### src/rtl/cic_comb_mc.sv
// cic_comb_mc: time-multiplexed, multi-channel CIC comb cascade.
// One sample at a time is pushed through STAGES comb stages (y = x - x[n-M])
// using a shared history RAM that is swept to zero after every reset.
//
// Input handshake: a sample transfers on a rising clk edge where
// in_valid && in_ready; in_ready is high only while idle. The output side has
// no backpressure: out_valid is a one-cycle pulse the consumer must take.
module cic_comb_mc #(
    parameter int WIDTH      = 32,
    parameter int CHANNELS   = 8,
    parameter int STAGES     = 4,
    parameter int DIFF_DELAY = 1,
    localparam int CH_W      = $clog2(CHANNELS)
) (
    input  logic                    clk,
    input  logic                    resetn,
    input  logic                    in_valid,
    output logic                    in_ready,
    input  logic [CH_W-1:0]         in_channel,
    input  logic signed [WIDTH-1:0] data_in,
    output logic                    out_valid,
    output logic [CH_W-1:0]         out_channel,
    output logic signed [WIDTH-1:0] data_out,
    output logic [2:0]              dbg_state
);

    // One RAM word per (channel, stage) holds all M taps: tap0 in the low
    // WIDTH bits, tap1 (M=2) above it. The clear sweep still takes
    // CHANNELS*STAGES*M cycles; with M=2 each word is simply written twice.
    localparam int WORDS = CHANNELS * STAGES;
    localparam int CLR_N = WORDS * DIFF_DELAY;
    localparam int AW    = (WORDS > 1) ? $clog2(WORDS) : 1;
    localparam int CW    = (CLR_N > 1) ? $clog2(CLR_N) : 1;
    localparam int SW    = (STAGES > 1) ? $clog2(STAGES) : 1;
    localparam int HW    = WIDTH * DIFF_DELAY;

    typedef enum logic [2:0] {
        S_CLEAR = 3'd0,
        S_IDLE  = 3'd1,
        S_READ  = 3'd2,
        S_CALC  = 3'd3,
        S_OUT   = 3'd4
    } state_t;

    state_t                    state_q, state_d;
    logic [CW-1:0]             clr_q, clr_d;
    logic [SW-1:0]             s_q, s_d;
    logic [CH_W-1:0]           ch_q, ch_d;
    logic signed [WIDTH-1:0]   x_q, x_d;
    logic                      out_valid_q, out_valid_d;
    logic [CH_W-1:0]           out_ch_q, out_ch_d;
    logic signed [WIDTH-1:0]   data_out_q, data_out_d;

    logic [HW-1:0]             mem [WORDS];
    logic [HW-1:0]             hist_q;
    logic [HW-1:0]             shift_word;
    logic signed [WIDTH-1:0]   h_old;
    logic [AW-1:0]             cur_addr;
    logic                      mem_we;
    logic [AW-1:0]             mem_waddr;
    logic [HW-1:0]             mem_wdata;

    assign cur_addr    = AW'(int'(ch_q) * STAGES + int'(s_q));
    assign h_old       = hist_q[HW-1 -: WIDTH];
    assign in_ready    = (state_q == S_IDLE);
    assign out_valid   = out_valid_q;
    assign out_channel = out_ch_q;
    assign data_out    = data_out_q;
    assign dbg_state   = state_q;

    // New history word: current stage input becomes tap0, old tap0 ages to tap1.
    generate
        if (DIFF_DELAY == 2) begin : g_m2
            assign shift_word = {hist_q[WIDTH-1:0], x_q};
        end else begin : g_m1
            assign shift_word = x_q;
        end
    endgenerate

    // Next-state, datapath and RAM write control for the clear/comb sequencer.
    always_comb begin
        state_d     = state_q;
        clr_d       = clr_q;
        s_d         = s_q;
        ch_d        = ch_q;
        x_d         = x_q;
        out_valid_d = 1'b0;
        out_ch_d    = out_ch_q;
        data_out_d  = data_out_q;
        mem_we      = 1'b0;
        mem_waddr   = cur_addr;
        mem_wdata   = '0;
        unique case (state_q)
            S_CLEAR: begin
                mem_we    = 1'b1;
                mem_waddr = AW'(clr_q >> (DIFF_DELAY - 1));
                if (clr_q == CW'(CLR_N - 1)) begin
                    clr_d   = '0;
                    state_d = S_IDLE;
                end else begin
                    clr_d = clr_q + CW'(1);
                end
            end
            S_IDLE: begin
                // Samples for channels beyond CHANNELS are accepted and dropped.
                if (in_valid && (int'(in_channel) < CHANNELS)) begin
                    x_d     = data_in;
                    ch_d    = in_channel;
                    s_d     = '0;
                    state_d = S_READ;
                end
            end
            S_READ: begin
                state_d = S_CALC;
            end
            S_CALC: begin
                mem_we    = 1'b1;
                mem_wdata = shift_word;
                x_d       = x_q - h_old;
                if (s_q == SW'(STAGES - 1)) begin
                    state_d = S_OUT;
                end else begin
                    s_d     = s_q + SW'(1);
                    state_d = S_READ;
                end
            end
            S_OUT: begin
                out_valid_d = 1'b1;
                out_ch_d    = ch_q;
                data_out_d  = x_q;
                state_d     = S_IDLE;
            end
            default: begin
                state_d = S_CLEAR;
            end
        endcase
    end

    // Control and output registers; reset aborts any sample and restarts the sweep.
    always_ff @(posedge clk or negedge resetn) begin
        if (!resetn) begin
            state_q     <= S_CLEAR;
            clr_q       <= '0;
            s_q         <= '0;
            ch_q        <= '0;
            x_q         <= '0;
            out_valid_q <= 1'b0;
            out_ch_q    <= '0;
            data_out_q  <= '0;
        end else begin
            state_q     <= state_d;
            clr_q       <= clr_d;
            s_q         <= s_d;
            ch_q        <= ch_d;
            x_q         <= x_d;
            out_valid_q <= out_valid_d;
            out_ch_q    <= out_ch_d;
            data_out_q  <= data_out_d;
        end
    end

    // History RAM: one write port, one registered read port, no reset.
    always_ff @(posedge clk) begin
        if (mem_we) begin
            mem[mem_waddr] <= mem_wdata;
        end
        if (state_q == S_READ) begin
            hist_q <= mem[cur_addr];
        end
    end

endmodule

### config.mk
export PLATFORM = sky130hd
export DESIGN_NAME = cic_comb_mc
export DESIGN_NICKNAME = d
export VERILOG_FILES = /design/src/rtl/cic_comb_mc.sv
export SDC_FILE = /design/constraint.sdc
export NUM_CORES = 1
export LEC_CHECK = 0
export BUFFER_PORTS_ARGS = -buffer_cell sky130_fd_sc_hd__buf_2
export CAP_MARGIN = 20
export CORE_MARGIN = 3
export CORE_UTILIZATION = 45
export CTS_BUF_LIST = sky130_fd_sc_hd__clkbuf_4 sky130_fd_sc_hd__clkbuf_8
export CTS_CLUSTER_SIZE = 20
export DETAILED_ROUTE_END_ITERATION = 10
export GPL_TIMING_DRIVEN = 0
export PLACE_DENSITY_LB_ADDON = 0.15
export SYNTH_ARGS = -nofsm -noshare
export SYNTH_HDL_FRONTEND = slang
export SYNTH_SLANG_ARGS = --single-unit
### constraint.sdc
create_clock -name clk -period 7 [get_ports clk]
set_input_delay 1.05 -clock clk [delete_from_list [all_inputs] [get_ports clk]]
set_output_delay 1.05 -clock clk [all_outputs]
set_load 0.03 [all_outputs]
Word-level counts from Yosys, hierarchy flattened
Memories as Yosys holds them, arrays and structs flattened. A register that Yosys moved wholly into a read port is not among the register bits.
Index checks and enable logic that the tools add are counted.

word-level totals
  output and inout bits = 40
  bits in writable memories = 1,024
  input port bits = 38
  logic and storage cells = 45
  flip-flop bits (word level) = 81
  memories kept = 1

memories
  memory  words  bits a word  rd ports  clocked after memory_dff  write ports  RTL line  text
  mem     32     32           1         1                         1            54        logic [HW-1:0] mem [WORDS];

operators by class
  add/sub/neg operators = 4
  mux-type cells = 16
  reductions and logical operators = 7
  equality and inequality tests = 9

operators by type and width
  operator             count
  $mux 32              2
  $pmux 32 s2          1
  $sub 32x32->32       1
  $pmux 3 s5           1
  $mux 5               2
  $mux 3               3
  $eq 3x2->1 const B   2
  $ne 2x2->1 const B   3
  $reduce_and 2->1     3
  $add 5x1->5 const B  1
  $add 5x2->5          1
  $eq 5x5->1 const B   1
  $mux 1               4
  $mux 2               2
  $pmux 2 s2           1
  $eq 3x1->1 const B   1
  $eq 3x3->1 const B   1
  $logic_not 3->1      1
  $reduce_and 3->1     1
  $add 2x1->2 const B  1
  $eq 2x2->1 const B   1
  $reduce_bool 2->1    1
  $reduce_or 2->1      1

Logic depth before layout (Yosys ltp)
  depth after elaboration = 5
  gate-level depth with buffers = 10
  depth with buffers taken out = 10

Worst setup path after synthesis
Ideal clock, no wire load.

  path kind = register -> register
  start point = register state_q[0] (netlist: dbg_state[0])
  end point = memory mem[0][0] (netlist name), enable pin
  setup time = 421 ps
  buffers on the path = 2
  data required time = 6,579 ps
  data arrival time = 3,122 ps
  stages on the path, launching flop included = 8
  setup slack = 3,457 ps
  period minus slack after synthesis = 3,543 ps
  cell sequence = dfrtp_1 -> clkbuf_1 -> or3_1 -> clkbuf_1 -> or3_1 -> o31ai_1 -> nand2_1 -> nor2_1

between the ends
  cells in the longest elaborated chain, start to end = 5
  elaborated cells on any way between the ends = 7
  those cells by class = eq/ne: 1; mux: 4; reduce/logical: 2

ends and longest elaborated chain
  element                                        RTL line  text
  from (decl)                                    45        state_t state_q, state_d;
  from (signal assigned)                         151       state_q <= state_d;
  $eq 3x2->1 or $logic_not 3->1 (tied branches)  93        unique case (state_q)
  $reduce_or 2->1 (no line)                      n/a
  $mux 1                                         93
  $mux 1                                         164       if (mem_we) begin
  $mux 1 (implied by the code)                   165       mem[mem_waddr] <= mem_wdata;
  to (decl)                                      54

Parallel ways exist; a longest one is shown, timed or not.

Final worst setup path
  start point = register s_q[1]
  end point = memory mem[11][12] (netlist name), enable pin

between the ends
  cells in the longest elaborated chain, start to end = 2

ends and longest elaborated chain
  element                 RTL line  text
  from (decl)             47        logic [SW-1:0] s_q, s_d;
  from (signal assigned)  144       s_q <= '0;
  from (signal assigned)  153       s_q <= s_d;
  $add 5x2->5             63        assign cur_addr = AW'(int'(ch_q) * STAGES + int'(s_q));
  $mux 5                  93

Every way passes these cells.

==> run_results.csv <==
group,metric,value,unit
floorplanning,rows,115,
cts,clkSinkCount,1137,
yosys,ys_seq_elements,1137,
timing,period_share,66.0,%
routing,firstDrtPassIters,5,
pwr,ir_drop,0.000186,V
yosys,synth.avg_cell_area,20.6,um2
cts,post-cts-setup-buffer-count,0,
final_layout,nets,2606,
worst_setup_path,arrival,5.14,ns
final_layout,layout_commonest_cell,"edfxtp_1",
worst_hold_path,hold_path_class,"in2async",
global_routing,met2_usage,39.5,%
pwr,p_int,15.5,mW
timing,report.final.slew_viol_count,0,
yosys,syn-cell-area,0.0455,mm2
global_routing,grt_use_met1,33.4,%
cts,cts_resized,0,
routing,routedWlPerCell,31.1,um
timing,fmax,216,MHz
worst_setup_path,cp_num_buf_inv,4,
placement,detailed_place_hpwl,84600,um
placement,place.gp.congestion,0.862,
pwr,switching_power,8.04,mW
final_layout,multi_input_area,0.0113,mm2
worst_setup_path,crit_top_cell,"clkbuf_1",
worst_setup_path,critPathMaxStageDelay,0.86,ns
cts,clk_pin_slew,0.06,ns
yosys,yosysTopAreaCellShare,69.7,%
global_routing,grt_pass1_vias,24562,
run_status,status,"completed",
yosys,synth-edff-count,1056,
worst_setup_path,cpLargestDelayFamily,"buffers and inverters",
cts,clock-root-buffer,"clkbuf_8",
yosys,ys.flop_type,"edfxtp_1",
pwr,p_leak,17.5,nW
final_layout,drive_gt1_share,33.2,%
global_routing,antenna_found_initial,4,
worst_setup_path,crit_fanout,17,
global_routing,use_met3,4.45,%
pwr,clkPwrFrac,24.6,%
routing,via_per_inst,5.98,
global_routing,gr-usage-all-layers,24.1,%
routing,drt_iter0_drc,2817,
global_routing,grt-busiest-layer,"met2",
timing,fin_crit,4.62,ns
worst_setup_path,cp-start-kind,"flop",
yosys,postSynthCellCount,2209,
routing,vias,23798,
worst_setup_path,required,7.52,ns
yosys,synth_top_area_cell,"edfxtp_1",
timing,fin_skew,0.0362,ns
yosys,synth_fp_nets,2282,
floorplanning,placeableCoreArea,0.0993,mm2
flow_run,maxCapViolCount,0,
yosys,synthesis.yosys.warnings,0,
cts,hold_buffers,0,
cts,cts_tree,"yes",
routing,drc,0,
yosys,yosys-top-cells-area,"edfxtp_1 (70%), mux4_2 (16%), dfrtp_1 (4.5%)",
floorplanning,initial_core_util,45.8,%
worst_setup_path,criticalPathCategory,"reg2reg",
global_routing,grt_max_degree,44,
timing,tightest_slew,1.11,ns
pwr,p_per_area,447,mW/mm2
yosys,async_flop_share,7.12,%
yosys,seq_area_frac_synth,74.2,%
global_routing,overflow,0,
timing,relSlewSlack,25.7,%
routing,ant_nets,0,
worst_setup_path,cpMaxStageDelayCell,"nor2_4",
final_layout,seqCellArea,0.0337,mm2
floorplanning,dieArea,0.105,mm2
pwr,comb_power_share,35.8,%
cts,htreeDepth,4,
worst_setup_path,cp-end-kind,"flop",
timing,setup_viol_count_final,0,
pwr,total_power,23.5,mW
final_layout,fillers,7816,
final_layout,layout_common_cells,"edfxtp_1 (1056), mux4_2 (320), clkbuf_8 (192)",
floorplanning,die_h,324,um
floorplanning,die_w,324,um
yosys,yosysUniqueCellTypes,60,
pwr,seq_power_share,39.6,%
timing,rsz0062_at_grt,"false",
cts,clockBufferDepth,3,
floorplanning,num_io_pins,78,
timing,finalHoldViolCount,0,
cts,cts_buffers,186,
worst_setup_path,worstPathCellList,"clkbuf_1 -> clkbuf_1 -> buf_1 -> a31oi_2 -> nor2_4 -> buf_12",
final_layout,area_growth,15.8,%
timing,final.setup.tns,0,ns
routing,drt-total-wl,124000,um
pwr,switching_share,34.1,%
cts,clock_latency,0.86,ns
global_routing,grt_pass1_wl,177000,um
placement,io_buffers,77,
per-stage QoR:
step	std cells	hold slack (ns)	util, %	worst slack (ns)	area (um2)
2_1_floorplan	2209	0.479	-	3.46	45500
3_3_place_gp	3573	0.487	47.8	0.171	47500
3_5_place_dp	3620	0.495	49.0	2.54	48600
4_1_cts	3965	0.165	52.8	2.50	52400
5_1_grt	3978	0.206	53.0	2.30	52700
6_report	3978	0.203	53.0	2.38	52700
routing by layer:
| layer | share of wire, % | vias up |
|---|---|---|
| met5 | 0 | - |
| met4 | 2.4 | 0 |
| met3 | 6.7 | 213 |
| met2 | 49 | 958 |
| met1 | 42 | 12862 |
| li1 | - | 9765 |
final cells by class:
cell class,count,area share (%)
sequential,1137,64.1
multi-input combinational,916,21.5
clock buffer,275,6.20
tap,1287,3.06
timing repair buffer,136,2.94
buffer,113,0.955
clock inverter,70,0.939
inverter,43,0.307
antenna,1,0.00475
cells in the mapped netlist, types with 12 or more instances:
library cell  instances
nor2_1               76
o21ai_0              22
inv_1                43
ha_1                 34
nand3_1              16
edfxtp_1           1056
and2_1               31
clkbuf_1             70
mux4_2              320
a21oi_1              55
nor3_1               17
mux2_2               68
buf_2                12
and3_1               20
dfrtp_1              81
buf_1                17
nand2_1             126
sequential cells by signal (all words and copies together), names as in the netlist:
signal and flops:
mem 1024, data_out 32, h_old 32, shift_word 32, clr_q 5, ch_q 3, dbg_state 3, out_channel 3
s_q 2, out_valid 1
power by group through the flow:
stage,clock [mW],sequential [mW],combinational (mW)
finish,5.79,9.34,8.42
global placement,0,9.51,7.77
floorplan,0,9.40,5.29
global route,6.22,9.39,9.01
CTS,5.90,9.35,8.33
detailed placement,0,9.48,8.29
worst paths after layout:
| check | start | end | slack [ns] | depth (start not counted) |
|---|---|---|---|---|
| max | s_q[1] | mem[11][12] | 2.38 | 6 |
| min | resetn | clr_q[2] | 0.20 | 1 |
| max reg2reg | s_q[1] | mem[11][12] | 2.38 | 6 |
| min reg2reg | data_out[20] | data_out[20] | 0.50 | 1 |
| max in group asynchronous | resetn | shift_word[18] | 6.02 | 2 |
| min in group clk | in_channel[1] | ch_q[1] | 0.45 | 3 |
worst register-to-register path, cell delays in order (launching register included):
cell and delay (ns):
dfrtp_1 0.35, clkbuf_1 0.59, clkbuf_1 0.79, buf_1 0.77, a31oi_2 0.61, nor2_4 0.86
buf_12 0.29
cells by family after synthesis:
group	synth area share (%)
and+or+nand+nor	3.19
adders and majority gates	0.980
buffers and inverters	1.46
DFF	74.2
muxes	17.8
AOI/OAI and AO/OA	2.09
xor gates and xnor gates	0.308
Note: power is estimated with default switching activity, not from simulation.
